[config.mk]
export PLATFORM = sky130hd
export DESIGN_NAME = interval_timer
export DESIGN_NICKNAME = d
export VERILOG_FILES = /design/src/rtl/interval_timer.sv
export SDC_FILE = /design/constraint.sdc
export NUM_CORES = 1
export LEC_CHECK = 0
export CORE_MARGIN = 1
export CORE_UTILIZATION = 58
export DETAILED_ROUTE_END_ITERATION = 10
export GPL_TIMING_DRIVEN = 0
export PLACE_DENSITY = 0.79
export SLEW_MARGIN = 30
export SYNTH_ARGS = -nofsm -noshare
export SYNTH_HDL_FRONTEND = slang
export SYNTH_SLANG_ARGS = --single-unit
[constraint.sdc]
create_clock -name clock -period 1.9 [get_ports clock]
set_input_delay 0.285 -clock clock [delete_from_list [all_inputs] [get_ports clock]]
set_output_delay 0.285 -clock clock [all_outputs]
set_load 0.005 [all_outputs]
[src/rtl/interval_timer.sv]
// Interval timer for the traffic-light controller: holds the three programmable
// durations, divides the clock to one-second ticks and reports expiry/kick pulses.
module interval_timer #(
    parameter int CLK_HZ   = 50000000,
    parameter int DEF_BASE = 6,
    parameter int DEF_EXT  = 3,
    parameter int DEF_YEL  = 2
) (
    input  logic       clock,
    input  logic       reset_sync,
    input  logic       prog_sync,
    input  logic [1:0] time_param_sel,
    input  logic [3:0] time_value,
    input  logic [1:0] interval,
    input  logic       start_timer,
    output logic       expired,
    output logic       one_hz_enable,
    output logic [3:0] seconds_left
);

    localparam int             DIV_W     = (CLK_HZ > 1) ? $clog2(CLK_HZ) : 1;
    localparam logic [DIV_W-1:0] DIV_MAX = DIV_W'(CLK_HZ - 1);
    localparam logic [3:0]     DEF_BASE_V = 4'(DEF_BASE);
    localparam logic [3:0]     DEF_EXT_V  = 4'(DEF_EXT);
    localparam logic [3:0]     DEF_YEL_V  = 4'(DEF_YEL);

    typedef enum logic [1:0] {
        ST_KICK       = 2'b00,
        ST_WAIT_START = 2'b01,
        ST_RUNNING    = 2'b10,
        ST_EXPIRE     = 2'b11
    } state_t;

    state_t           r_state;
    logic [DIV_W-1:0] r_divider;
    logic [3:0]       r_count;
    logic [3:0]       r_t_base;
    logic [3:0]       r_t_ext;
    logic [3:0]       r_t_yel;
    logic             r_expired;
    logic             r_one_hz;
    logic [3:0]       r_seconds_left;

    logic [3:0]       w_interval_value;
    logic [3:0]       w_count_dec;

    // A programmed zero means "restore the default" so a duration can never be zero.
    function automatic logic [3:0] f_load_value(input logic [3:0] value,
                                                input logic [3:0] def_value);
        logic [3:0] result;
        if (value == 4'd0) begin
            result = def_value;
        end else begin
            result = value;
        end
        return result;
    endfunction

    // Duration selected by the FSM's interval code; code 11 falls back to t_base.
    always_comb begin
        w_interval_value = r_t_base;
        case (interval)
            2'b00:   w_interval_value = r_t_base;
            2'b01:   w_interval_value = r_t_ext;
            2'b10:   w_interval_value = r_t_yel;
            default: w_interval_value = r_t_base;
        endcase
    end

    assign w_count_dec = r_count - 4'd1;

    // Duration registers: written on every edge while the program strobe is high.
    always_ff @(posedge clock) begin
        if (reset_sync) begin
            r_t_base <= DEF_BASE_V;
            r_t_ext  <= DEF_EXT_V;
            r_t_yel  <= DEF_YEL_V;
        end else if (prog_sync) begin
            case (time_param_sel)
                2'b00:   r_t_base <= f_load_value(time_value, DEF_BASE_V);
                2'b01:   r_t_ext  <= f_load_value(time_value, DEF_EXT_V);
                2'b10:   r_t_yel  <= f_load_value(time_value, DEF_YEL_V);
                default: r_t_base <= r_t_base;
            endcase
        end else begin
            r_t_base <= r_t_base;
        end
    end

    // Timer FSM with registered outputs; programming aborts any run and re-arms the kick.
    always_ff @(posedge clock) begin
        if (reset_sync) begin
            r_state        <= ST_KICK;
            r_divider      <= '0;
            r_count        <= 4'd0;
            r_expired      <= 1'b0;
            r_one_hz       <= 1'b0;
            r_seconds_left <= 4'd0;
        end else if (prog_sync) begin
            r_state        <= ST_KICK;
            r_divider      <= '0;
            r_count        <= 4'd0;
            r_expired      <= 1'b0;
            r_one_hz       <= 1'b0;
            r_seconds_left <= 4'd0;
        end else begin
            case (r_state)
                ST_KICK: begin
                    r_state        <= ST_WAIT_START;
                    r_divider      <= '0;
                    r_count        <= 4'd0;
                    r_expired      <= 1'b1;
                    r_one_hz       <= 1'b0;
                    r_seconds_left <= 4'd0;
                end
                ST_WAIT_START: begin
                    r_divider <= '0;
                    r_expired <= 1'b0;
                    r_one_hz  <= 1'b0;
                    if (start_timer) begin
                        r_state        <= ST_RUNNING;
                        r_count        <= w_interval_value;
                        r_seconds_left <= w_interval_value;
                    end else begin
                        r_state        <= ST_WAIT_START;
                        r_count        <= 4'd0;
                        r_seconds_left <= 4'd0;
                    end
                end
                ST_RUNNING: begin
                    r_expired <= 1'b0;
                    if (start_timer) begin
                        r_state        <= ST_RUNNING;
                        r_divider      <= '0;
                        r_count        <= w_interval_value;
                        r_one_hz       <= 1'b0;
                        r_seconds_left <= w_interval_value;
                    end else if (r_divider == DIV_MAX) begin
                        r_divider <= '0;
                        r_one_hz  <= 1'b1;
                        // Last second elapsed: expiry is reported one cycle later from EXPIRE.
                        if (r_count <= 4'd1) begin
                            r_state        <= ST_EXPIRE;
                            r_count        <= 4'd0;
                            r_seconds_left <= 4'd0;
                        end else begin
                            r_state        <= ST_RUNNING;
                            r_count        <= w_count_dec;
                            r_seconds_left <= w_count_dec;
                        end
                    end else begin
                        r_state        <= ST_RUNNING;
                        r_divider      <= r_divider + 1'b1;
                        r_one_hz       <= 1'b0;
                        r_seconds_left <= r_count;
                    end
                end
                ST_EXPIRE: begin
                    r_one_hz <= 1'b0;
                    if (start_timer) begin
                        r_state        <= ST_RUNNING;
                        r_divider      <= '0;
                        r_count        <= w_interval_value;
                        r_expired      <= 1'b0;
                        r_seconds_left <= w_interval_value;
                    end else begin
                        r_state        <= ST_WAIT_START;
                        r_divider      <= '0;
                        r_count        <= 4'd0;
                        r_expired      <= 1'b1;
                        r_seconds_left <= 4'd0;
                    end
                end
                default: begin
                    r_state        <= ST_KICK;
                    r_divider      <= '0;
                    r_count        <= 4'd0;
                    r_expired      <= 1'b0;
                    r_one_hz       <= 1'b0;
                    r_seconds_left <= 4'd0;
                end
            endcase
        end
    end

    assign expired       = r_expired;
    assign one_hz_enable = r_one_hz;
    assign seconds_left  = r_seconds_left;

endmodule

# [After elaboration in Yosys (flattened, before gate mapping)]
# Index checks and enable logic that the tools add are counted.
[word_totals] ff_bits=46 latch_bits=0 ramBits=0 mem_bits_ro=0 in_bits=12 out_inout_bits=6 word_cells=52 mem_count=0
[classes] n_addsub=2 multipliers=0 div_mod_pow=0 magnitude_cmp=1 eq_ne=9 shifts=0 mux=22 bitwise_logic=0 n_reduce_logical=10
[ops] cell="two-way mux 26 bit" n=2
[ops] cell="case mux 26 bit (2 select lines)" n=1
[ops] cell="two-way mux 4 bit" n=7
[ops] cell="adder 26 x 1 -> 26 bit (second input constant)" n=1
[ops] cell="== test 26 bit (second input constant)" n=1
[ops] cell="case mux 4 bit (3 select lines)" n=1
[ops] cell="== test 2 bit (second input constant)" n=4
[ops] cell="case mux 4 bit (2 select lines)" n=1
[ops] cell="== test 2 x 1 -> 1 bit (second input constant)" n=3
[ops] cell="two-way mux 2 bit" n=3
[ops] cell="case mux 2 bit (3 select lines)" n=1
[ops] cell="AND reduction 2 bit" n=3
[ops] cell="OR reduction 2 bit" n=3
[ops] cell="less-or-equal comparator 4 x 1 -> 1 bit (second input constant)" n=1
[ops] cell="logical NOT 2 bit" n=2
[ops] cell="logical NOT 4 bit" n=1
[ops] cell="two-way mux 1 bit" n=4
[ops] cell="subtractor 4 x 1 -> 4 bit (second input constant)" n=1
[ops] cell="inequality test 3 bit (second input constant)" n=1
[ops] cell="case mux 1 bit (3 select lines)" n=1
[ops] cell="OR reduction 3 bit" n=1
[ops] cell="case mux 1 bit (2 select lines)" n=1

# [Logic depth before layout (Yosys ltp)]
# Gate-level depths: netlist (run 1).
[logic_depth] depth_word=5 ltp_mapped=7 depth_no_buf=6

# [Worst setup path before layout (run 1)]
# OpenSTA, ideal clock, no wires.
[synth_path] kind="flip-flop to flip-flop" start="register r_state[0]" end="register r_seconds_left[3], in the netlist seconds_left[3]" setup_ns=0.072 t_arrival_ns=1.612 t_required_ns=1.828 slack_ns=0.217 stages_incl_launch_ff=7 n_path_buf=0 synth_period_minus_slack_ns=1.683 cell_sequence="dfxtp_1 > inv_1 > ha_1 > or3_1 > a2111oi_0 > a31oi_1 > mux2i_1"
[synth_via] elab_chain_len=3 elab_cells_between_ends=7 classes_between="eq/ne: 4; mux: 1; reduce/logical: 2"
[synth_lines] element="start, declared" line_no="34" text="state_t r_state;"
[synth_lines] element="start signal, assigned" line_no="93" text="r_state <= ST_KICK;"
[synth_lines] element="start signal, assigned" line_no="100" text="r_state <= ST_KICK;"
[synth_lines] element="start signal, assigned" line_no="109" text="r_state <= ST_WAIT_START;"
[synth_lines] element="== test 2 bit or == test 2 x 1 -> 1 bit (tied branches)" line_no="107" text="case (r_state)"
[synth_lines] element="OR reduction 2 bit (no line)"
[synth_lines] element="case mux 4 bit (3 select lines)" line_no="107"
[synth_lines] element="end signal, assigned" line_no="123" text="r_seconds_left <= w_interval_value;"
[synth_lines] element="end signal, assigned" line_no="137" text="r_seconds_left <= w_interval_value;"
[synth_lines] element="end signal, assigned" line_no="149" text="r_seconds_left <= w_count_dec;"
[synth_lines] element="end, declared" line_no="42" text="logic [3:0] r_seconds_left;"
# Parallel ways exist; a longest one is shown, timed or not.
# A chain may end at the register's enable or synchronous reset.

# [Worst setup path in the final report (run 1)]
[layout_path] start="input interval[0]" end="register r_seconds_left[2], in the netlist seconds_left[2]"
[layout_via] elab_chain_len=4 elab_cells_between_ends=6 classes_between="eq/ne: 2; mux: 4"
[layout_lines] element="start, declared" line_no="14" text="input logic [1:0] interval,"
[layout_lines] element="== test 2 bit or == test 2 x 1 -> 1 bit (tied branches)" line_no="62" text="case (interval)"
[layout_lines] element="case mux 4 bit (2 select lines) (*)" line_no="62"
[layout_lines] element="two-way mux 4 bit (on tied branches)"
[layout_lines] element="case mux 4 bit (3 select lines) (*)" line_no="107"
[layout_lines] element="end signal, assigned" line_no="123"
[layout_lines] element="end signal, assigned" line_no="155" text="r_seconds_left <= r_count;"
[layout_lines] element="end signal, assigned" line_no="165" text="r_seconds_left <= w_interval_value;"
# Every way passes the cells marked *; elsewhere a longest branch is shown, timed or not.

==> results.cfg, run 1 <==
[status]
run_status = complete, no violations

[clocking]
clk_pin_slew_ns = 0.08
ctsHoldBuffers = 0
cts_tree = built
root_buffer = clkbuf_8
cts_made_buffers = 5
cts.sinks = 46
insertion_delay_ns = 0.30
clockBufferDepth = 2
htree_levels = 2

[sta]
maxSlewHeadroom_pct = 58.6
setup_ws_ns = 0.0431
drv_slew = 0
period_needed_ns = 1.86
setup_viol = 0
fin_crit_sh_pct = 97.7
hold_viol_final = 0
clock_skew_ns = 0.00491
rsz0062_at_grt = true
max_freq_mhz = 539
worstMarginPinSlew_ns = 0.617

[final_layout]
final_common_cell = dfxtp_1
layoutNonFillerInstCount = 333
drive_above_1_share_pct = 13.3
final_cell_mix = dfxtp_1 (44), nor2_1 (29), nand2_1 (17)
nNetsFinal = 306
syn_to_final_growth_pct = 17.5
fillers = 282
antenna_cells = 0

[synth]
postSynthCellCount = 260
synth.avg_cell_area_um2 = 9.00
ys_seq_area_share_pct = 39.3
syn_nets = 282
synth.distinct_cells = 44
syn_area_um2 = 2340
yosys_register_bits = 46
async_flop_share_pct = 0
synth-edff-count = 0
ys.flop_type = dfxtp_1
yosys_warnings = 0

[global_route]
grt_usage_pct = 23.9
grt_pass1_vias = 1735
grt_start_max_net_pins = 15
antenna_found_initial = 0
grt.overflow.total = 0
grt_pass1_wl_um = 7820

[run]
max-cap-violations = 0

[critical_path]
r2r_start = r_state[0]
end_kind = register
worstPathRequired_ns = 2.08
crit_arrival_ns = 2.04
cp_max_fo = 8
start_kind = primary input
setup.worst_path.start = interval[0]
critPathKind = in2reg

[place]
io_buffers = 15
gp_congestion = 0.799
hpwl_um = 3260
pre_cts_slack_ns = -0.189
dp.cells = 323

[floorplanning]
fp.dieArea_um2 = 4290
die_x_um = 65.5
rows = 22
start_util_pct = 62.1
die_h_um = 65.5
num_io_pins = 18
core_area_um2 = 3770

[routing]
wl_per_cell_um = 14.6
first_iter_violations = 139
vias_per_cell = 5.93
finalWirelength_um = 4860
postRouteAntennaNets = 0
first_pass_iters = 4
drc = 0
num_vias = 1976

[power_and_ir_drop]
powerDensity_nw_per_um2 = 666
vdd_drop_max_v = 0.000529
total_power_w = 0.00183
power.leakage_nw = 0.968

[worst_hold_path]
hold_start = prog_sync
hold_path_class = in2reg
-- routing by layer --
layer	track usage, %	up-vias	share of wire (%)
met5	0	-	0
met3	5.21	6	2.9
met2	37.6	28	47
met1	32.4	943	49
li1	-	999	-
met4	7.34	0	0.99
-- where the power goes --
part	internal [W]	total (W)	switching, W
clock	0.000393	0.000723	0.000330
sequential	0.000976	0.000985	0.00000862
combinational	0.0000549	0.000124	0.0000691
total	0.00142	0.00183	0.000408
-- flip-flops by register name, indices dropped and copies added (netlist names), named ones only --
register       flops
r_t_yel            4
r_state            1
r_t_base           4
one_hz_enable      1
seconds_left       4
r_divider         26
r_t_ext            4
expired            1
-- worst paths after layout --
| path | endpoint | slack (ns) | cells after the start |
|---|---|---|---|
| max | seconds_left[2] | 0.04 | 7 |
| min | register | 0.41 | 2 |
| max reg2reg | seconds_left[1] | 0.07 | 6 |
| min reg2reg | r_t_base[3] | 0.46 | 2 |
-- what timing repair did --
action | CTS | global route
setup buffers | 0 | 2
endpoints found under the setup margin | 3 | 27
pin swaps | 0 | 1
resized for setup | 10 | 11
-- stage by stage --
stage / instance area, um^2 / hold WS [ns] / setup TNS (ns) / utilization, %
3_5_place_dp: 2550 / 0.448 / -0.582 / 67.7
4_1_cts: 2710 / 0.403 / 0 / 71.8
2_1_floorplan: 2340 / 0.397 / 0 / -
3_3_place_gp: 2550 / 0.442 / -0.617 / 67.7
5_1_grt: 2750 / 0.420 / -0.0869 / 72.9
6_report: 2750 / 0.415 / 0 / 72.9
-- final cells by class --
class                           count  area (um^2)  share of cell area (%)
Clock inverter                      2         37.5                    1.36
Buffer                             11         77.6                    2.82
Sequential cell                    46          926                    33.7
Inverter                           12         45.0                    1.64
Multi-Input combinational cell    191         1370                    49.7
Tap cell                           48         60.1                    2.18
Timing Repair Buffer               17          165                    6.01
Clock buffer                        6         72.6                    2.64
-- synthesized netlist by cell type, types with 4 or more instances --
| library cell | instances | area, um^2 |
|---|---|---|
| a221oi_1 | 4 | 35.0 |
| nand2_1 | 17 | 63.8 |
| dfxtp_1 | 46 | 921 |
| o31ai_1 | 8 | 60.1 |
| inv_1 | 12 | 45.0 |
| xor2_1 | 9 | 78.8 |
| a2111oi_0 | 5 | 43.8 |
| nand4_1 | 7 | 43.8 |
| or4_1 | 8 | 60.1 |
| and4_1 | 4 | 35.0 |
| nor2_1 | 29 | 109 |
| mux2i_1 | 11 | 110 |
| o21ai_0 | 6 | 30.0 |
| nor3_1 | 6 | 30.0 |
| ha_1 | 10 | 125 |
| and3_1 | 5 | 31.3 |
| nand3_1 | 8 | 40.0 |
| a21oi_1 | 14 | 70.1 |
| buf_2 | 4 | 20.0 |
-- kinds of logic after synthesis --
kind of cell | count (synthesis) | share of synthesized area, %
multiplexers | 11 | 4.70
buffers and inverters | 23 | 5.02
AO/OA/AOI/OAI | 51 | 15.0
XOR/XNOR | 12 | 4.49
adder cells (fa/ha/maj) | 10 | 5.34
flip-flops | 46 | 39.3
AND/OR/NAND/NOR | 107 | 26.1
-- worst max-delay path, cell delays in order --
cell and delay [ns]:
clkdlybuf4s50_1 0.48, inv_1 0.05, ha_1 0.46, a221oi_1 0.42
a2111oi_2 0.08, a31oi_1 0.17, mux2i_1 0.08
(Power assumes the default switching activity.)
==> inputs of run 2 (changes only) <==
- SLEW_MARGIN: 30 -> not set
==> results of run 2 <==
Same layout as run 1: the final DEF is identical, and so are final timing and power.
